**src/rtl/lcd1602_emu_if.sv**
```systemverilog
// HD44780-style parallel bus between an LCD host (master) and the emulator (slave).
interface lcd1602_emu_if;
   logic [7:0] lcd_data;
   logic       lcd_rs;
   logic       lcd_rw;
   logic       lcd_e;
   logic [7:0] rd_data;
   logic       rd_oe;

   modport master (output lcd_data, lcd_rs, lcd_rw, lcd_e, input rd_data, rd_oe);
   modport slave  (input lcd_data, lcd_rs, lcd_rw, lcd_e, output rd_data, rd_oe);
endinterface

```
**src/rtl/lcd1602_emu.sv**
```systemverilog
// Cycle-based emulation of a 16x2 HD44780 character LCD: instruction decode, DDRAM,
// address counter and busy flag. Bus strobes are synchronized into clk before use.
module lcd1602_emu #(
   parameter int BUSY_CYC = 4,
   parameter int CLR_BUSY = 16
) (
   input  logic           clk,
   input  logic           rst_n,
   lcd1602_emu_if.slave   bus,
   output logic [127:0]   row1_val,
   output logic [127:0]   row2_val,
   output logic           disp_on,
   output logic           cursor_on,
   output logic           blink_on,
   output logic [6:0]     addr,
   output logic           busy,
   output logic           cmd_err
);
   localparam int MAX_B = (CLR_BUSY > BUSY_CYC) ? CLR_BUSY : BUSY_CYC;
   localparam int CW    = $clog2(MAX_B + 1);

   logic          e_s1_q, e_s2_q, e_s3_q;
   logic          rs_s1_q, rs_s2_q, rw_s1_q, rw_s2_q;
   logic [7:0]    data_s1_q, data_s2_q;
   logic [7:0]    cell_q [32];
   logic [7:0]    cell_d [32];
   logic [6:0]    ac_q, ac_d;
   logic          id_q, id_d, disp_q, disp_d, cur_q, cur_d, blink_q, blink_d;
   logic          err_q, err_d;
   logic [CW-1:0] cnt_q, cnt_d;
   logic          fall, ac_vis, dd_ok, rd_oe;
   logic [4:0]    ac_idx;
   logic [7:0]    rd_cell;

   function automatic logic [6:0] ac_step(input logic [6:0] a, input logic inc);
      logic [6:0] r;
      if (inc) r = (a == 7'h27) ? 7'h40 : (a == 7'h67) ? 7'h00 : a + 7'd1;
      else     r = (a == 7'h00) ? 7'h67 : (a == 7'h40) ? 7'h27 : a - 7'd1;
      return r;
   endfunction

   assign fall    = e_s3_q & ~e_s2_q;
   assign busy    = (cnt_q != '0);
   assign ac_vis  = (ac_q[6:4] == 3'b000) || (ac_q[6:4] == 3'b100);
   assign ac_idx  = {ac_q[6], ac_q[3:0]};
   assign dd_ok   = (data_s2_q[6:0] <= 7'h27) ||
                    ((data_s2_q[6:0] >= 7'h40) && (data_s2_q[6:0] <= 7'h67));
   assign rd_cell = ac_vis ? cell_q[ac_idx] : 8'h20;
   assign rd_oe   = e_s2_q & rw_s2_q;

   assign bus.rd_oe   = rd_oe;
   assign bus.rd_data = !rd_oe ? 8'h00 : (rs_s2_q ? rd_cell : {busy, ac_q});

   assign addr      = ac_q;
   assign disp_on   = disp_q;
   assign cursor_on = cur_q;
   assign blink_on  = blink_q;
   assign cmd_err   = err_q;

   for (genvar i = 0; i < 16; i++) begin : g_pack
      assign row1_val[127-8*i -: 8] = cell_q[i];
      assign row2_val[127-8*i -: 8] = cell_q[16+i];
   end

   always_comb begin
      cell_d  = cell_q;
      ac_d    = ac_q;
      id_d    = id_q;
      disp_d  = disp_q;
      cur_d   = cur_q;
      blink_d = blink_q;
      err_d   = 1'b0;
      cnt_d   = busy ? cnt_q - CW'(1) : cnt_q;
      // Busy-flag reads never touch state; everything else is dropped while busy.
      if (fall && !(rw_s2_q && !rs_s2_q)) begin
         if (busy) begin
            err_d = 1'b1;
         end else if (rw_s2_q) begin
            ac_d = ac_step(ac_q, id_q);
         end else if (rs_s2_q) begin
            if (ac_vis) cell_d[ac_idx] = data_s2_q;
            ac_d  = ac_step(ac_q, id_q);
            cnt_d = CW'(BUSY_CYC);
         end else begin
            cnt_d = CW'(BUSY_CYC);
            casez (data_s2_q)
               8'b1???????: if (dd_ok) ac_d = data_s2_q[6:0]; else err_d = 1'b1;
               8'b01??????: err_d = 1'b1;
               8'b001?????: err_d = ~data_s2_q[4];
               8'b0001????: if (data_s2_q[3]) err_d = 1'b1;
                            else ac_d = ac_step(ac_q, data_s2_q[2]);
               8'b00001???: begin
                  disp_d  = data_s2_q[2];
                  cur_d   = data_s2_q[1];
                  blink_d = data_s2_q[0];
               end
               8'b000001??: begin
                  id_d  = data_s2_q[1];
                  err_d = data_s2_q[0];
               end
               8'b0000001?: begin
                  ac_d  = 7'h00;
                  cnt_d = CW'(CLR_BUSY);
               end
               8'b00000001: begin
                  for (int i = 0; i < 32; i++) cell_d[i] = 8'h20;
                  ac_d  = 7'h00;
                  id_d  = 1'b1;
                  cnt_d = CW'(CLR_BUSY);
               end
               default: ;
            endcase
         end
      end
   end

   always_ff @(posedge clk or negedge rst_n) begin
      if (!rst_n) begin
         e_s1_q    <= 1'b0;
         e_s2_q    <= 1'b0;
         e_s3_q    <= 1'b0;
         rs_s1_q   <= 1'b0;
         rs_s2_q   <= 1'b0;
         rw_s1_q   <= 1'b0;
         rw_s2_q   <= 1'b0;
         data_s1_q <= 8'h00;
         data_s2_q <= 8'h00;
         for (int i = 0; i < 32; i++) cell_q[i] <= 8'h20;
         ac_q      <= 7'h00;
         id_q      <= 1'b1;
         disp_q    <= 1'b0;
         cur_q     <= 1'b0;
         blink_q   <= 1'b0;
         err_q     <= 1'b0;
         cnt_q     <= '0;
      end else begin
         e_s1_q    <= bus.lcd_e;
         e_s2_q    <= e_s1_q;
         e_s3_q    <= e_s2_q;
         rs_s1_q   <= bus.lcd_rs;
         rs_s2_q   <= rs_s1_q;
         rw_s1_q   <= bus.lcd_rw;
         rw_s2_q   <= rw_s1_q;
         data_s1_q <= bus.lcd_data;
         data_s2_q <= data_s1_q;
         cell_q    <= cell_d;
         ac_q      <= ac_d;
         id_q      <= id_d;
         disp_q    <= disp_d;
         cur_q     <= cur_d;
         blink_q   <= blink_d;
         err_q     <= err_d;
         cnt_q     <= cnt_d;
      end
   end
endmodule

```
**src/flat_wrapper.sv**
```systemverilog
// flat-port wrapper written by rule: the top's interface ports become plain ports
module lcd1602_emu_flat 
#(
   parameter int BUSY_CYC = 4,
   parameter int CLR_BUSY = 16
)
  (clk, rst_n, row1_val, row2_val, disp_on, cursor_on, blink_on, addr, busy, cmd_err, bus_lcd_data, bus_lcd_rs, bus_lcd_rw, bus_lcd_e, bus_rd_data, bus_rd_oe);
  lcd1602_emu_if bus_i ();
  input  logic clk;
  input  logic rst_n;
  output logic [127:0] row1_val;
  output logic [127:0] row2_val;
  output logic disp_on;
  output logic cursor_on;
  output logic blink_on;
  output logic [6:0] addr;
  output logic busy;
  output logic cmd_err;
  input wire logic [$bits(bus_i.lcd_data)-1:0] bus_lcd_data;
  input wire logic [$bits(bus_i.lcd_rs)-1:0] bus_lcd_rs;
  input wire logic [$bits(bus_i.lcd_rw)-1:0] bus_lcd_rw;
  input wire logic [$bits(bus_i.lcd_e)-1:0] bus_lcd_e;
  output wire logic [$bits(bus_i.rd_data)-1:0] bus_rd_data;
  output wire logic [$bits(bus_i.rd_oe)-1:0] bus_rd_oe;
  assign bus_i.lcd_data = bus_lcd_data;
  assign bus_i.lcd_rs = bus_lcd_rs;
  assign bus_i.lcd_rw = bus_lcd_rw;
  assign bus_i.lcd_e = bus_lcd_e;
  assign bus_rd_data = bus_i.rd_data;
  assign bus_rd_oe = bus_i.rd_oe;
  lcd1602_emu #(.BUSY_CYC(BUSY_CYC), .CLR_BUSY(CLR_BUSY)) u_core (.clk(clk), .rst_n(rst_n), .bus(bus_i), .row1_val(row1_val), .row2_val(row2_val), .disp_on(disp_on), .cursor_on(cursor_on), .blink_on(blink_on), .addr(addr), .busy(busy), .cmd_err(cmd_err));
endmodule
```
**config.mk**
```make
export PLATFORM = sky130hd
export DESIGN_NAME = lcd1602_emu_flat
export DESIGN_NICKNAME = d
export VERILOG_FILES = /design/src/rtl/lcd1602_emu_if.sv /design/src/rtl/lcd1602_emu.sv /design/src/flat_wrapper.sv
export SDC_FILE = /design/constraint.sdc
export NUM_CORES = 1
export LEC_CHECK = 0
export BUFFER_PORTS_ARGS = -buffer_cell sky130_fd_sc_hd__buf_2
export CORE_MARGIN = 1.5
export CORE_UTILIZATION = 50
export CTS_BUF_LIST = sky130_fd_sc_hd__clkbuf_16
export CTS_CLUSTER_SIZE = 20
export DETAILED_ROUTE_END_ITERATION = 6
export GPL_ROUTABILITY_DRIVEN = 0
export HOLD_SLACK_MARGIN = 0.1
export PLACE_DENSITY_LB_ADDON = 0.15
export SYNTH_ARGS = -nofsm -noshare
export SYNTH_HDL_FRONTEND = slang
export SYNTH_SLANG_ARGS = --single-unit
```
**constraint.sdc**
```tcl
create_clock -name clk -period 4.04 [get_ports clk]
set_clock_uncertainty 0.2 [all_clocks]
set_input_delay 0.808 -clock clk [delete_from_list [all_inputs] [get_ports clk]]
set_output_delay 0.808 -clock clk [all_outputs]
set_load 0.02 [all_outputs]
```
; ---- Word-level counts from Yosys, hierarchy flattened
; Index checks and enable logic that the tools add are counted.
; W data, S select, Z words.
[word_totals]
reg_bits = 296
output_inout_bits = 277
word_cells = 134
[classes]
n_addsub = 3
order_cmp = 5
eq_ne = 14
n_mux = 37
bitwise = 8
n_reduce_logical = 19
[op_table]
columns = op, count
row1 = $mux W256, 3
row2 = $bwmux W256, 1
row3 = $mux W7, 10
row4 = $mux W8, 6
row5 = $bmux W8 S5, 1
row6 = $demux W8 S5, 1
row7 = $mux W5, 6
row8 = $pmux W7 S3, 1
row9 = $reduce_and A5 Y1, 4
row10 = $eq A7 B7 Y1 const B, 2
row11 = $reduce_bool A5 Y1, 2
row12 = $eq A8 B1 Y1 const B, 1
row13 = $ne A4 B2 Y1 const B, 2
row14 = $add A7 B1 Y7 const B, 1
row15 = $eq A7 B1 Y1 const B, 1
row16 = $eq A7 B6 Y1 const B, 1
row17 = $ge A7 B7 Y1 const B, 1
row18 = $le A7 B6 Y1 const B, 1
row19 = $le A7 B7 Y1 const B, 1
row20 = $logic_not A7 Y1, 1
row21 = $sub A7 B1 Y7 const B, 1
row22 = $eq A6 B1 Y1 const B, 1
row23 = $ge A6 B6 Y1 const B, 1
row24 = $lt A6 B1 Y1 const B, 1
row25 = 19 further kinds, 35

; ---- Logic depth before layout (Yosys ltp)
; Gate-level depths: netlist (run 1).
[logic_depth]
ltp_word = 9
depth_mapped = 11
ltp_nobuf = 8

; ---- Least setup slack after synthesis (run 1)
; OpenSTA, ideal clock, no wires.
[synth_timing]
kind = reg-to-output
startpoint = reg u_core.ac_q[1], in the netlist u_core.addr[1]
endpoint = out bus_rd_data[4]
arrival_time_ps = 2176
required_time_ps = 3032
setup_slack_ps = 856
stages_incl_launch_ff = 8
n_path_buf = 3
path_cell_list = dfrtp_1 -> buf_2 -> buf_2 -> clkbuf_1 -> mux4_2 -> a22oi_1 -> nand3_1 -> a22o_1
[synth_between]
elab_chain_len = 7
[synth_lines]
columns = element, line_no
row1 = start: declaration, lcd1602_emu.sv:27  ; logic [6:0] ac_q, ac_d;
row2 = start signal: assignment, lcd1602_emu.sv:129  ; ac_q <= 7'h00;
row3 = start signal: assignment, lcd1602_emu.sv:147  ; ac_q <= ac_d;
row4 = $not A5 Y6 (implied by the code), lcd1602_emu.sv:48  ; assign rd_cell = ac_vis ? cell_q[ac_idx] : 8'h20;
row5 = $bmux W8 S5, lcd1602_emu.sv:48
row6 = $mux W8 (implied by the code) (2 in series), lcd1602_emu.sv:48
row7 = $mux W8, lcd1602_emu.sv:48
row8 = $mux W8 (2 in series), lcd1602_emu.sv:52  ; assign bus.rd_data = !rd_oe ? 8'h00 : (rs_s2_q ? rd_cell : {busy, ac_q});
row9 = end: declaration, flat_wrapper.sv:23  ; output wire logic [$bits(bus_i.rd_data)-1:0] bus_rd_data;
; Every way passes these cells. The select of a mux whose other input is x is not followed.

; ---- Final worst setup path (run 1)
[layout_timing]
startpoint = reg u_core.ac_q[3], in the netlist u_core.addr[3]
endpoint = out bus_rd_data[2]
; Same word-level chain as after synthesis.

==> results of run 1 <==
==> logic make-up (layout without fill, tap and decap cells) <==
kind of cell | Yosys count | in the layout | synth area share, %
mux | 99 | 99 | 12.8
simple gates | 274 | 274 | 10.2
compound gates | 357 | 357 | 20.0
buf+inv | 102 | 411 | 3.23
xor+xnor | 8 | 8 | 0.496
fa+ha+maj | 6 | 6 | 0.532
flops | 296 | 296 | 52.8
==> registers in the layout (all words and copies together), names as in the netlist, 5 cells and up <==
name,cells
u_core.row1_val,128
u_core.row2_val,128
u_core.data_s1_q,8
u_core.data_s2_q,8
u_core.addr,7
u_core.cnt_q,5
==> power groups by stage <==
stage	Sequential, mW	Combinational [mW]	Clock (mW)
6_report	3.40	2.50	2.75
4_1_cts	3.39	2.45	2.76
3_5_place_dp	3.47	2.37	0
2_1_floorplan	3.39	1.58	0
3_3_place_gp	3.47	2.33	0
5_1_grt	3.41	2.64	2.88
==> path summary, 6_finish.rpt <==
| kind | from | to | slack (ps) |
|---|---|---|---|
| worst max-delay path | u_core.addr[3] | bus_rd_data[2] | 10 |
| worst min-delay path | rst_n | u_core.row1_val[89] | 80 |
| worst max register to register | u_core.addr[1] | u_core.row2_val[4] | 810 |
| worst min register to register | u_core.data_s1_q[0] | u_core.data_s2_q[0] | 150 |
| max in group asynchronous | rst_n | u_core.row2_val[59] | 2510 |
| min in group clk | bus_lcd_rs | u_core.rs_s1_q | 140 |
==> per-layer routing <==
layer | share of wire [%] | vias up
li1 | - | 4995
met1 | 39 | 6236
met2 | 46 | 823
met3 | 11 | 114
met4 | 3.8 | 0
met5 | 0 | -
==> final cells by class <==
class                           instances  area [um2]  share of cell area, %
Multi-Input combinational cell        744        6210                   36.4
Inverter                               15        56.3                  0.330
Clock buffer                           31         776                   4.54
Tap cell                              378         473                   2.77
Sequential cell                       296        7460                   43.7
Clock inverter                         26         189                   1.11
Timing Repair Buffer                  339        1910                   11.2
==> timing repair <==
item / 4_1_cts / 5_1_grt
buffers inserted: 1 / 0
endpoints found under the setup margin: 5 / 0
endpoints found under the hold margin: 0 / 0
==> layout by cell type (no fill, tap or decap), types with 5 or more instances in the layout <==
master and count:
a211oi_1 8, a21oi_1 42, a22o_1 68, a22oi_1 10, a31oi_1 7, buf_12 5, buf_2 288, buf_4 44
clkbuf_16 31, clkinv_1 8, clkinv_2 5, clkinvlp_4 6, dfrtp_1 259, dfstp_2 33, ha_1 6, inv_1 17
mux2_2 7, mux2i_1 27, mux4_2 64, nand2_1 93, nand2_2 7, nand2_4 10, nand2b_1 5, nand3_1 32
nand4_1 7, nor2_1 51, nor2_4 6, nor2b_1 9, nor3_1 14, nor3b_1 5, nor4_1 5, o21ai_0 15
o21ai_1 7, o22ai_1 6, o2bb2ai_1 162, xnor2_1 5
==> key figures, run 1 <==
Synth
  • Synth top area cells: dfrtp_1 (47%), mux4_2 (10%), o2bb2ai_1 (10%), dfstp_2 (6.1%), a22o_1 (4.2%)
  • Avg Cell Area, Syn: about 12 um2
  • Ys Warns: 0
  • Synthesized flop and latch total: around 300
  • Synth top area share: around 47%
  • Async set or reset register ratio after synthesis: 100%
  • Syn nets: 1,161
  • Distinct cells, synth: between 70 and 80
  • Post-synthesis cell area: about 14,000 um2
  • Most frequent cell after synthesis: dfrtp_1
  • Synth cell count leaders: dfrtp_1 (263), o2bb2ai_1 (162), nand2_1 (93)
  • Dominant cell type by area after synthesis: dfrtp_1
  • Seq/Total Area, Yosys: a little over half
  • Post-synth EDFFs: 0
  • Ys flop type: dfrtp_1
  • Synth Instances: 1,142

Floorplanning
  • Die height: between 150 and 200 um
  • I/O Pins: 290
  • Die Width: between 150 and 200 um
  • # rows: slightly above 60
  • Initial Utilization: 50.8%
  • DIE AREA: approximately 29,000 um2
  • Core Footprint: between 20,000 and 30,000 um2

Placed design
  • IO Port Bufs: 289
  • Hpwl dp: around 36,000 um
  • Dpl cell area: between 15,000 and 20,000 um2
  • Worst slack, placed: 520 ps
  • Dpl cells: around 1,800

Timing
  • Maximum clock frequency: around 250 MHz
  • TNS Setup: 0 ps
  • Final setup viols: 0
  • Min setup slack post-route: roughly 14 ps
  • Final min period: 4030 ps
  • RSZ-0062 raised after global routing: no
  • Final number of max-transition violations: 0
  • Worst hold slack: 78.5 ps
  • Final Cycle Share: roughly 100%
  • Final hold vios: 0
  • Worst slew pin tran: roughly 920 ps
  • Worst relative slew slack: 38.5%

Global routing
  • Met1 usage: approximately half
  • First-pass GRT wire length: about 76,000 um
  • Total gr overflow: 0
  • GR peak layer: met2
  • Met2 usage in global routing: between 50% and 60%
  • GRT Overall Usage: between 30% and 40%
  • Antenna violations before repair: 0
  • Largest net degree at the start of global routing: 96
  • Number of global-route vias before repair: between 10,000 and 15,000
  • Met3 Usage GRT: ~7.5%

Critical path
  • Arrival time worst endpoint: around 3000 ps
  • Top delay family on crit path: flip-flops
  • Crit path cell chain: nand3_1, o22ai_1, a211oi_1, a22o_1, buf_2
  • Stages on worst setup path: 5
  • CP peak stage delay: approximately 920 ps
  • Worst path slowest cell: dfrtp_1
  • Startpoint Class: flop
  • Max FO, Critical Path: 19
  • R2r worst-path depth: 7
  • CP Capture Type: output pin
  • Crit path buffers/inverters: 1
  • Critical path type: flop to output pin
  • Worst Path Required: between 3000 and 4000 ps

Power
  • Worst VDD drop: about 260 uV
  • Comb pwr share: between 20% and 30%
  • Clock share of power: about a third
  • Sw Share: 36.2%
  • P_int: about 5.5 mW
  • NetSw: about 3.1 mW
  • Leakage: approximately 8 nW
  • Power Density: 506 nW/um2
  • Power Total: 8.65 mW
  • Reg power frac: between 30 and 40%

Route
  • Remaining antenna violation count: 0
  • DRC: 0
  • Vias per cell: roughly 6.7
  • Vias: between 10,000 and 15,000
  • Starting DRT DRC Count: between 1,500 and 2,000
  • Drt total wl: 50,900 um
  • WL/cell: 27.8 um
  • Drt pass-1 iters: 7

Run
  • Max Cap Viol: 0

Cells and area
  • ANT cells: 0
  • Fraction of layout cells with a size suffix above 1: between 30 and 40%
  • Final Instance Area: 17,100 um2
  • Filler instances: around 2,300
  • Finished Core Util: between 60% and 70%
  • Area growth from synthesis to layout: 21.0%
  • Total Nets Final: ~1,400
  • Cell Count, Final, Fillers Out: between 1,500 and 2,000

Clock tree
  • TritonCTS Buffers: 31
  • Root buf cell: clkbuf_16
  • Hold-fix buffers at CTS: 0
  • Cts repair resizes: 0
  • Skew-Pair Late Insertion Delay: ~570 ps
  • CTS HTree Levels: 1
  • Clk pin slew, worst setup/hold paths: around 60 ps
  • Sink Count: 296
  • CTS tree: yes
  • Clock Tree Buf Depth: 3

Worst hold path
  • HP Class: primary input to asynchronous set/reset pin

Outcome
  • Status: finished clean
Note: power is estimated with default switching activity, not from simulation.
==> run 2, diff against run 1 <==
--- a/config.mk
+++ b/config.mk
@@ -6,14 +6,17 @@
 export NUM_CORES = 1
 export LEC_CHECK = 0
 export BUFFER_PORTS_ARGS = -buffer_cell sky130_fd_sc_hd__buf_2
+export CELL_PAD_IN_SITES_DETAIL_PLACEMENT = 0
+export CELL_PAD_IN_SITES_GLOBAL_PLACEMENT = 1
 export CORE_MARGIN = 1.5
-export CORE_UTILIZATION = 50
+export CORE_UTILIZATION = 47
 export CTS_BUF_LIST = sky130_fd_sc_hd__clkbuf_16
 export CTS_CLUSTER_SIZE = 20
 export DETAILED_ROUTE_END_ITERATION = 6
 export GPL_ROUTABILITY_DRIVEN = 0
 export HOLD_SLACK_MARGIN = 0.1
 export PLACE_DENSITY_LB_ADDON = 0.15
+export SKIP_LAST_GASP = 1
 export SYNTH_ARGS = -nofsm -noshare
 export SYNTH_HDL_FRONTEND = slang
 export SYNTH_SLANG_ARGS = --single-unit
==> run 2 against run 1 <==
Net effect: the run now ends with design-rule violations left; sequential share of layout area fell by 0.11 points; non-clock buffer count rose by 2; critical path depth rose by 1; power barely moved; first-iteration DRC count fell by 25%; critical endpoint is now bus_rd_data[0]; routed wire length rose by 2.4%; final area rose by 0.29%; core utilization fell by 3.5 points; fmax rose by 0.23%; global-route usage fell by 1.3 points; via count fell by 0.76%; setup slack improved by 9.1 ps.
==> key figures, run 2 (same netlist as run 1, synthesis figures left out) <==
Outcome
  • Status: finished, violations left
  • Violations in the final reports: design-rule violations

Cells and area
  • Final Instance Area: 17,100 um2 (+0.29%)
  • Filler instances: 2,551 (+13%)
  • Flip-flop and latch area: 7460 um2 (about the same)
  • Most frequent cells in the layout: buf_2 (288), dfrtp_1 (259), o2bb2ai_1 (162)
  • Fraction of layout cells with a size suffix above 1: 36.2% (-0.16 points)
  • Cell Count, Final, Fillers Out: 1,842 (+0.71%)
  • Finished Core Util: 57.9% (-3.5 points)
  • ANT cells: 0 (unchanged)
  • Area growth from synthesis to layout: 21.3%
  • Most common cell after layout, fill and taps aside: buf_2
  • Multi-input gate area: 6210 um2 (unchanged)
  • Total Nets Final: 1,447 (+0.069%)

Timing
  • TNS Setup: 0 ps (unchanged)
  • Final Cycle Share: 99.4% (-0.22 points)
  • RSZ-0062 raised after global routing: yes
  • Final number of max-transition violations: 0 (unchanged)
  • Worst hold slack: 143 ps (+64.4 ps)
  • Final hold vios: 0 (unchanged)
  • Maximum clock frequency: 249 MHz (+0.23%)
  • Min setup slack post-route: 23.2 ps (+9.07 ps)
  • Final min period: 4020 ps (-9.07 ps)
  • Final setup viols: 0 (unchanged)
  • Worst slew pin tran: 858 ps (-63.9 ps)
  • Worst relative slew slack: 42.8% (+4.3 points)

Clock tree
  • TritonCTS Buffers: 30 (-3.2%)
  • Root buf cell: clkbuf_16
  • CTS tree: yes
  • Clk pin slew, worst setup/hold paths: 60 ps (about the same)
  • CTS HTree Levels: 1 (unchanged)
  • Skew-Pair Late Insertion Delay: 570 ps (about the same)
  • Sink Count: 296 (unchanged)
  • Cts repair resizes: 0 (unchanged)
  • Clock Tree Buf Depth: 3 (unchanged)

Route
  • Drt pass-1 iters: 7 (unchanged)
  • Starting DRT DRC Count: 1,231 (-25%)
  • Remaining antenna violation count: 0 (unchanged)
  • WL/cell: 28.3 um (+1.7%)
  • Vias: 12,100 (-0.76%)
  • Drt total wl: 52,200 um (+2.4%)
  • Vias per cell: 6.56 (-1.5%)
  • DRC: 1 (+1)

Global routing
  • Number of global-route vias before repair: 11,600 (-1.4%)
  • GRT Overall Usage: 33.6% (-1.3 points)
  • Antenna violations before repair: 0 (unchanged)
  • Largest net degree at the start of global routing: 82 (-15%)
  • Total gr overflow: 0 (unchanged)
  • First-pass GRT wire length: 77,100 um (+2.0%)

Placed design
  • Dpl cell area: 16,100 um2 (+0.14%)
  • Hpwl dp: 36,600 um (+2.3%)
  • IO Port Bufs: 289 (unchanged)
  • Worst slack, placed: 550 ps (+29.7 ps)
  • Dpl cells: 1,782 (+0.62%)

Critical path
  • Max FO, Critical Path: 27 (+8)
  • Startpoint Class: flop
  • Critical path type: flop to output pin
  • Arrival time worst endpoint: 3010 ps (about the same)
  • CP Capture Type: output pin
  • Worst Path Required: 3030 ps (about the same)

Floorplanning
  • DIE AREA: 31,100 um2 (+6.3%)
  • # rows: 63 (+3.3%)
  • Core Footprint: 29,600 um2 (+6.4%)
  • I/O Pins: 290 (unchanged)
  • Initial Utilization: 47.8% (-3.1 points)
  • Die Width: 176 um (+3.1%)
  • Die height: 176 um (+3.1%)

Power
  • Worst VDD drop: 313 uV (+18%)
  • Power Density: 505 nW/um2 (-0.28%)
  • Power Total: 8.65 mW (about the same)
  • Leakage: 8.22 nW (+0.41%)

Worst hold path
  • HP Class: primary input to flop

Run
  • Max Cap Viol: 0 (unchanged)
==> run 2: changes by cell type in the layout (fill, tap and decap cells not counted), sizes merged <==
cell,previous run,this run
inv,18,20
buf,339,340
dlygate4sd3,0,1
clkinvlp,6,3
==> run 2: per-layer routing <==
metal | global-route usage [%] | vias to the layer above | wire length, um
li1 | - | 5005 | -
met1 | 49.6 | 6139 | 21400
met2 | 49.9 | 822 | 23600
met3 | 5.96 | 109 | 5360
met4 | 11.8 | 0 | 1790
met5 | 0 | - | 0
==> run 2: area by class of cell <==
class                           instances  area share [%]
Sequential cell                       296            43.6
Clock inverter                         25            1.02
Timing Repair Buffer                  341            11.4
Multi-Input combinational cell        744            36.3
Inverter                               15           0.329
Clock buffer                           31            4.53
Tap cell                              390            2.85
==> run 2: report_power, final <==
| part | internal, mW | total (mW) | switching (mW) | leakage (nW) |
|---|---|---|---|---|
| sequential | 3.11 | 3.41 | 0.294 | 3.94 |
| clock | 1.51 | 2.71 | 1.19 | 0.485 |
| combinational | 0.918 | 2.53 | 1.62 | 3.80 |
| total | 5.54 | 8.65 | 3.10 | 8.22 |
==> run 2: critical path: stages (launching register included) <==
cell,delay (ps)
dfrtp_4,630
buf_12,270
mux4_2,570
mux2i_1,340
a211oi_1,140
a22o_1,270
buf_2,180
==> run 2: worst paths after layout <==
check | cells after the start | start | endpoint | slack, ps
worst min-delay path | 1 | bus_lcd_data[5] | u_core.data_s1_q[5] | 140
worst max-delay path | 6 | u_core.addr[1] | bus_rd_data[0] | 20
worst min register to register | 0 | u_core.data_s1_q[1] | u_core.data_s2_q[1] | 150
max in group asynchronous | 3 | rst_n | u_core.row2_val[85] | 2030
worst max register to register | 8 | u_core.addr[0] | u_core.row2_val[92] | 740
min in group asynchronous | 2 | rst_n | u_core.row1_val[64] | 630
==> run 2: timing repair <==
action	4_1_cts	5_1_grt
hold endpoints to repair	66	0
hold buffers	1	0
setup buffers	1	2
endpoints found under the setup margin	2	6
==> run 3, diff against run 2 <==
--- a/config.mk
+++ b/config.mk
@@ -5,17 +5,18 @@
 export SDC_FILE = /design/constraint.sdc
 export NUM_CORES = 1
 export LEC_CHECK = 0
-export BUFFER_PORTS_ARGS = -buffer_cell sky130_fd_sc_hd__buf_2
 export CELL_PAD_IN_SITES_DETAIL_PLACEMENT = 0
 export CELL_PAD_IN_SITES_GLOBAL_PLACEMENT = 1
 export CORE_MARGIN = 1.5
-export CORE_UTILIZATION = 47
+export CORE_UTILIZATION = 50
 export CTS_BUF_LIST = sky130_fd_sc_hd__clkbuf_16
 export CTS_CLUSTER_SIZE = 20
 export DETAILED_ROUTE_END_ITERATION = 6
+export DONT_BUFFER_PORTS = 1
 export GPL_ROUTABILITY_DRIVEN = 0
 export HOLD_SLACK_MARGIN = 0.1
-export PLACE_DENSITY_LB_ADDON = 0.15
+export PLACE_DENSITY = 0.78
+export REMOVE_ABC_BUFFERS = 1
 export SKIP_LAST_GASP = 1
 export SYNTH_ARGS = -nofsm -noshare
 export SYNTH_HDL_FRONTEND = slang
==> run 3 against run 2 <==
Net effect: the flow finishes with violations (negative hold slack, negative setup slack); die area decreased by 5.9%; first-iteration DRC count increased by 12%; cell count decreased by 16%; critical path type unchanged; largest cell class unchanged; largest power group unchanged; highest routed layer unchanged.
==> key figures, run 3 (same netlist as run 1, synthesis figures left out) <==
Outcome
  • Status: finished, violations left
  • Violations in the final reports: negative hold slack, negative setup slack

Critical path
  • Crit. Startpoint: u_core.addr[4]
  • R2r startpoint: u_core.data_s2_q[5]
  • R2r worst-path depth: 5 (-3)
  • Max FO, Critical Path: 10 (-63%)
  • CP Capture Type: output pin
  • Worst Path Required: 3030 ps (about the same)
  • Critical path type: flop to output pin
  • Startpoint Class: flop
  • Worst Setup EP: bus_rd_data[3]
  • Arrival time worst endpoint: 3050 ps (+40 ps)
  • Reg2Reg Setup Slack: 840 ps (+100 ps)
  • Reg-to-Reg End: u_core.row1_val[2]

Timing
  • Final min period: 4060 ps (+40.4 ps)
  • Final setup viols: 1 (+1)
  • Final Cycle Share: 100% (+1.0 points)
  • Maximum clock frequency: 246 MHz (-1.0%)
  • RSZ-0062 raised after global routing: no
  • Final number of max-transition violations: 0 (unchanged)
  • Worst slew pin tran: 833 ps (-25.6 ps)
  • Worst relative slew slack: 44.4% (+1.6 points)
  • Worst hold slack: -259 ps (-402 ps)
  • Min setup slack post-route: -17.2 ps (-40.4 ps)
  • TNS Setup: -17.2 ps (-17.2 ps)
  • Final hold vios: 272 (+272)

Cells and area
  • ANT cells: 0 (unchanged)
  • Total Nets Final: 1,172 (-19%)
  • Final Instance Area: 15,800 um2 (-7.8%)
  • Fraction of layout cells with a size suffix above 1: 20.3% (-16 points)
  • Most frequent cells in the layout: dfrtp_1 (259), o2bb2ai_1 (162), nand2_1 (93)
  • Most common cell after layout, fill and taps aside: dfrtp_1
  • Multi-input gate area: 6210 um2 (unchanged)
  • Flip-flop and latch area: 7460 um2 (unchanged)
  • Filler instances: 2,333 (-8.5%)
  • Area growth from synthesis to layout: 11.8%

Floorplanning
  • I/O Pins: 290 (unchanged)
  • Die height: 171 um (-3.0%)
  • Initial Utilization: 50.8% (+3.1 points)
  • DIE AREA: 29,200 um2 (-5.9%)
  • # rows: 61 (-3.2%)
  • Core Footprint: 27,800 um2 (-6.0%)
  • Die Width: 171 um (-3.0%)

Global routing
  • First-pass GRT wire length: 71,400 um (-7.4%)
  • Number of global-route vias before repair: 10,400 (-10%)
  • GRT Overall Usage: 32.8% (-0.73 points)
  • Antenna violations before repair: 0 (unchanged)
  • Largest net degree at the start of global routing: 297 (+260%)
  • Total gr overflow: 0 (unchanged)

Worst hold path
  • HP Class: primary input to asynchronous set/reset pin

Route
  • Starting DRT DRC Count: 1,373 (+12%)
  • Vias: 10,700 (-11%)
  • WL/cell: 31.1 um (+10%)
  • Remaining antenna violation count: 0 (unchanged)
  • DRC: 0 (-1)
  • Drt pass-1 iters: 5 (-2)
  • Vias per cell: 6.90 (+5.2%)
  • Drt total wl: 48,500 um (-7.1%)

Clock tree
  • Hold-fix buffers at CTS: 11 (+10)
  • Clk pin slew, worst setup/hold paths: 70 ps (about the same)
  • CTS HTree Levels: 1 (unchanged)
  • Skew-Pair Late Insertion Delay: 570 ps (about the same)
  • TritonCTS Buffers: 31 (+3.3%)
  • Sink Count: 296 (unchanged)
  • Clock Tree Buf Depth: 3 (unchanged)
  • CTS tree: yes
  • Root buf cell: clkbuf_16

Placed design
  • Hpwl dp: 33,100 um (-9.5%)
  • IO Port Bufs: 0 (-100%)
  • Dpl cell area: 14,600 um2 (-9.3%)

Run
  • Max Cap Viol: 0 (unchanged)

Power
  • Power Density: 549 nW/um2 (+8.8%)
  • Clock share of power: 33.6% (+2.3 points)
  • Reg power frac: 40.3% (+0.9 points)
  • Leakage: 6.71 nW (-18%)
  • P_int: 5.65 mW (+1.9%)
  • Comb pwr share: 26.1% (-3.2 points)
  • Worst VDD drop: 346 uV (+11%)
  • NetSw: 3.02 mW (-2.6%)
  • Sw Share: 34.9% (-1.0 points)
-- run 3: how the worst min path moves through the flow --
stage                                 endpoint  cells after the start
after floorplan            u_core.data_s2_q[0]                      0
after global placement     u_core.data_s2_q[7]                      0
after detailed placement   u_core.data_s2_q[0]                      0
after CTS                 u_core.row2_val[122]                      0
after global routing      u_core.row2_val[122]                      0
final                     u_core.row2_val[122]                      0
-- run 3: critical path: stages, from the launching register on --
cell	delay, ps
dfrtp_1	510
nor3b_1	740
nand2_1	330
nor2_1	250
a31oi_1	120
a21oi_1	310
buf_4	210
-- run 3: timing repair --
action,in CTS,in global routing
setup endpoints to repair,0,7
setup buffers,0,2
endpoints found under the hold margin,307,296
resized for setup,0,0
-- run 3: routing by layer --
layer,track usage [%],part of all wire [%],vias to the layer above
li1,-,-,4451
met1,44.8,40,5532
met2,49.5,45,663
met3,11.9,12,88
met4,9.08,2.9,0
met5,0,0,-
-- run 3: cell type report --
class                   count  share of cell area [%]
multi-input cells         744                    39.4
well taps                 378                    3.00
flip-flops and latches    296                    47.2
inverters                  15                   0.357
clock buffers              31                    4.91
clock inverters            27                    1.60
repair buffers             65                    3.53
-- run 3: per-stage QoR --
| stage | utilization (%) | power, mW | worst slack (ps) | std cells | hold WS [ps] |
|---|---|---|---|---|---|
| 5_1_grt | 56.8 | 8.98 | 4.75 | 1556 | -277 |
| 2_1_floorplan | - | 4.89 | -543 | 1055 | 131 |
| 3_5_place_dp | 52.6 | 5.69 | 639 | 1485 | 135 |
| 3_3_place_gp | 52.6 | 5.68 | 610 | 1485 | 134 |
| 4_1_cts | 56.7 | 8.60 | 26.5 | 1554 | -276 |
| 6_report | 56.8 | 8.67 | -17.2 | 1556 | -259 |
-- run 3: power by group through the flow --
stage          logic, mW  clock network, mW  registers [mW]
3_5_place_dp        2.10                  0            3.59
3_3_place_gp        2.09                  0            3.59
5_1_grt             2.39               3.07            3.52
6_report            2.26               2.91            3.49
2_1_floorplan       1.18                  0            3.71
4_1_cts             2.12               2.94            3.54
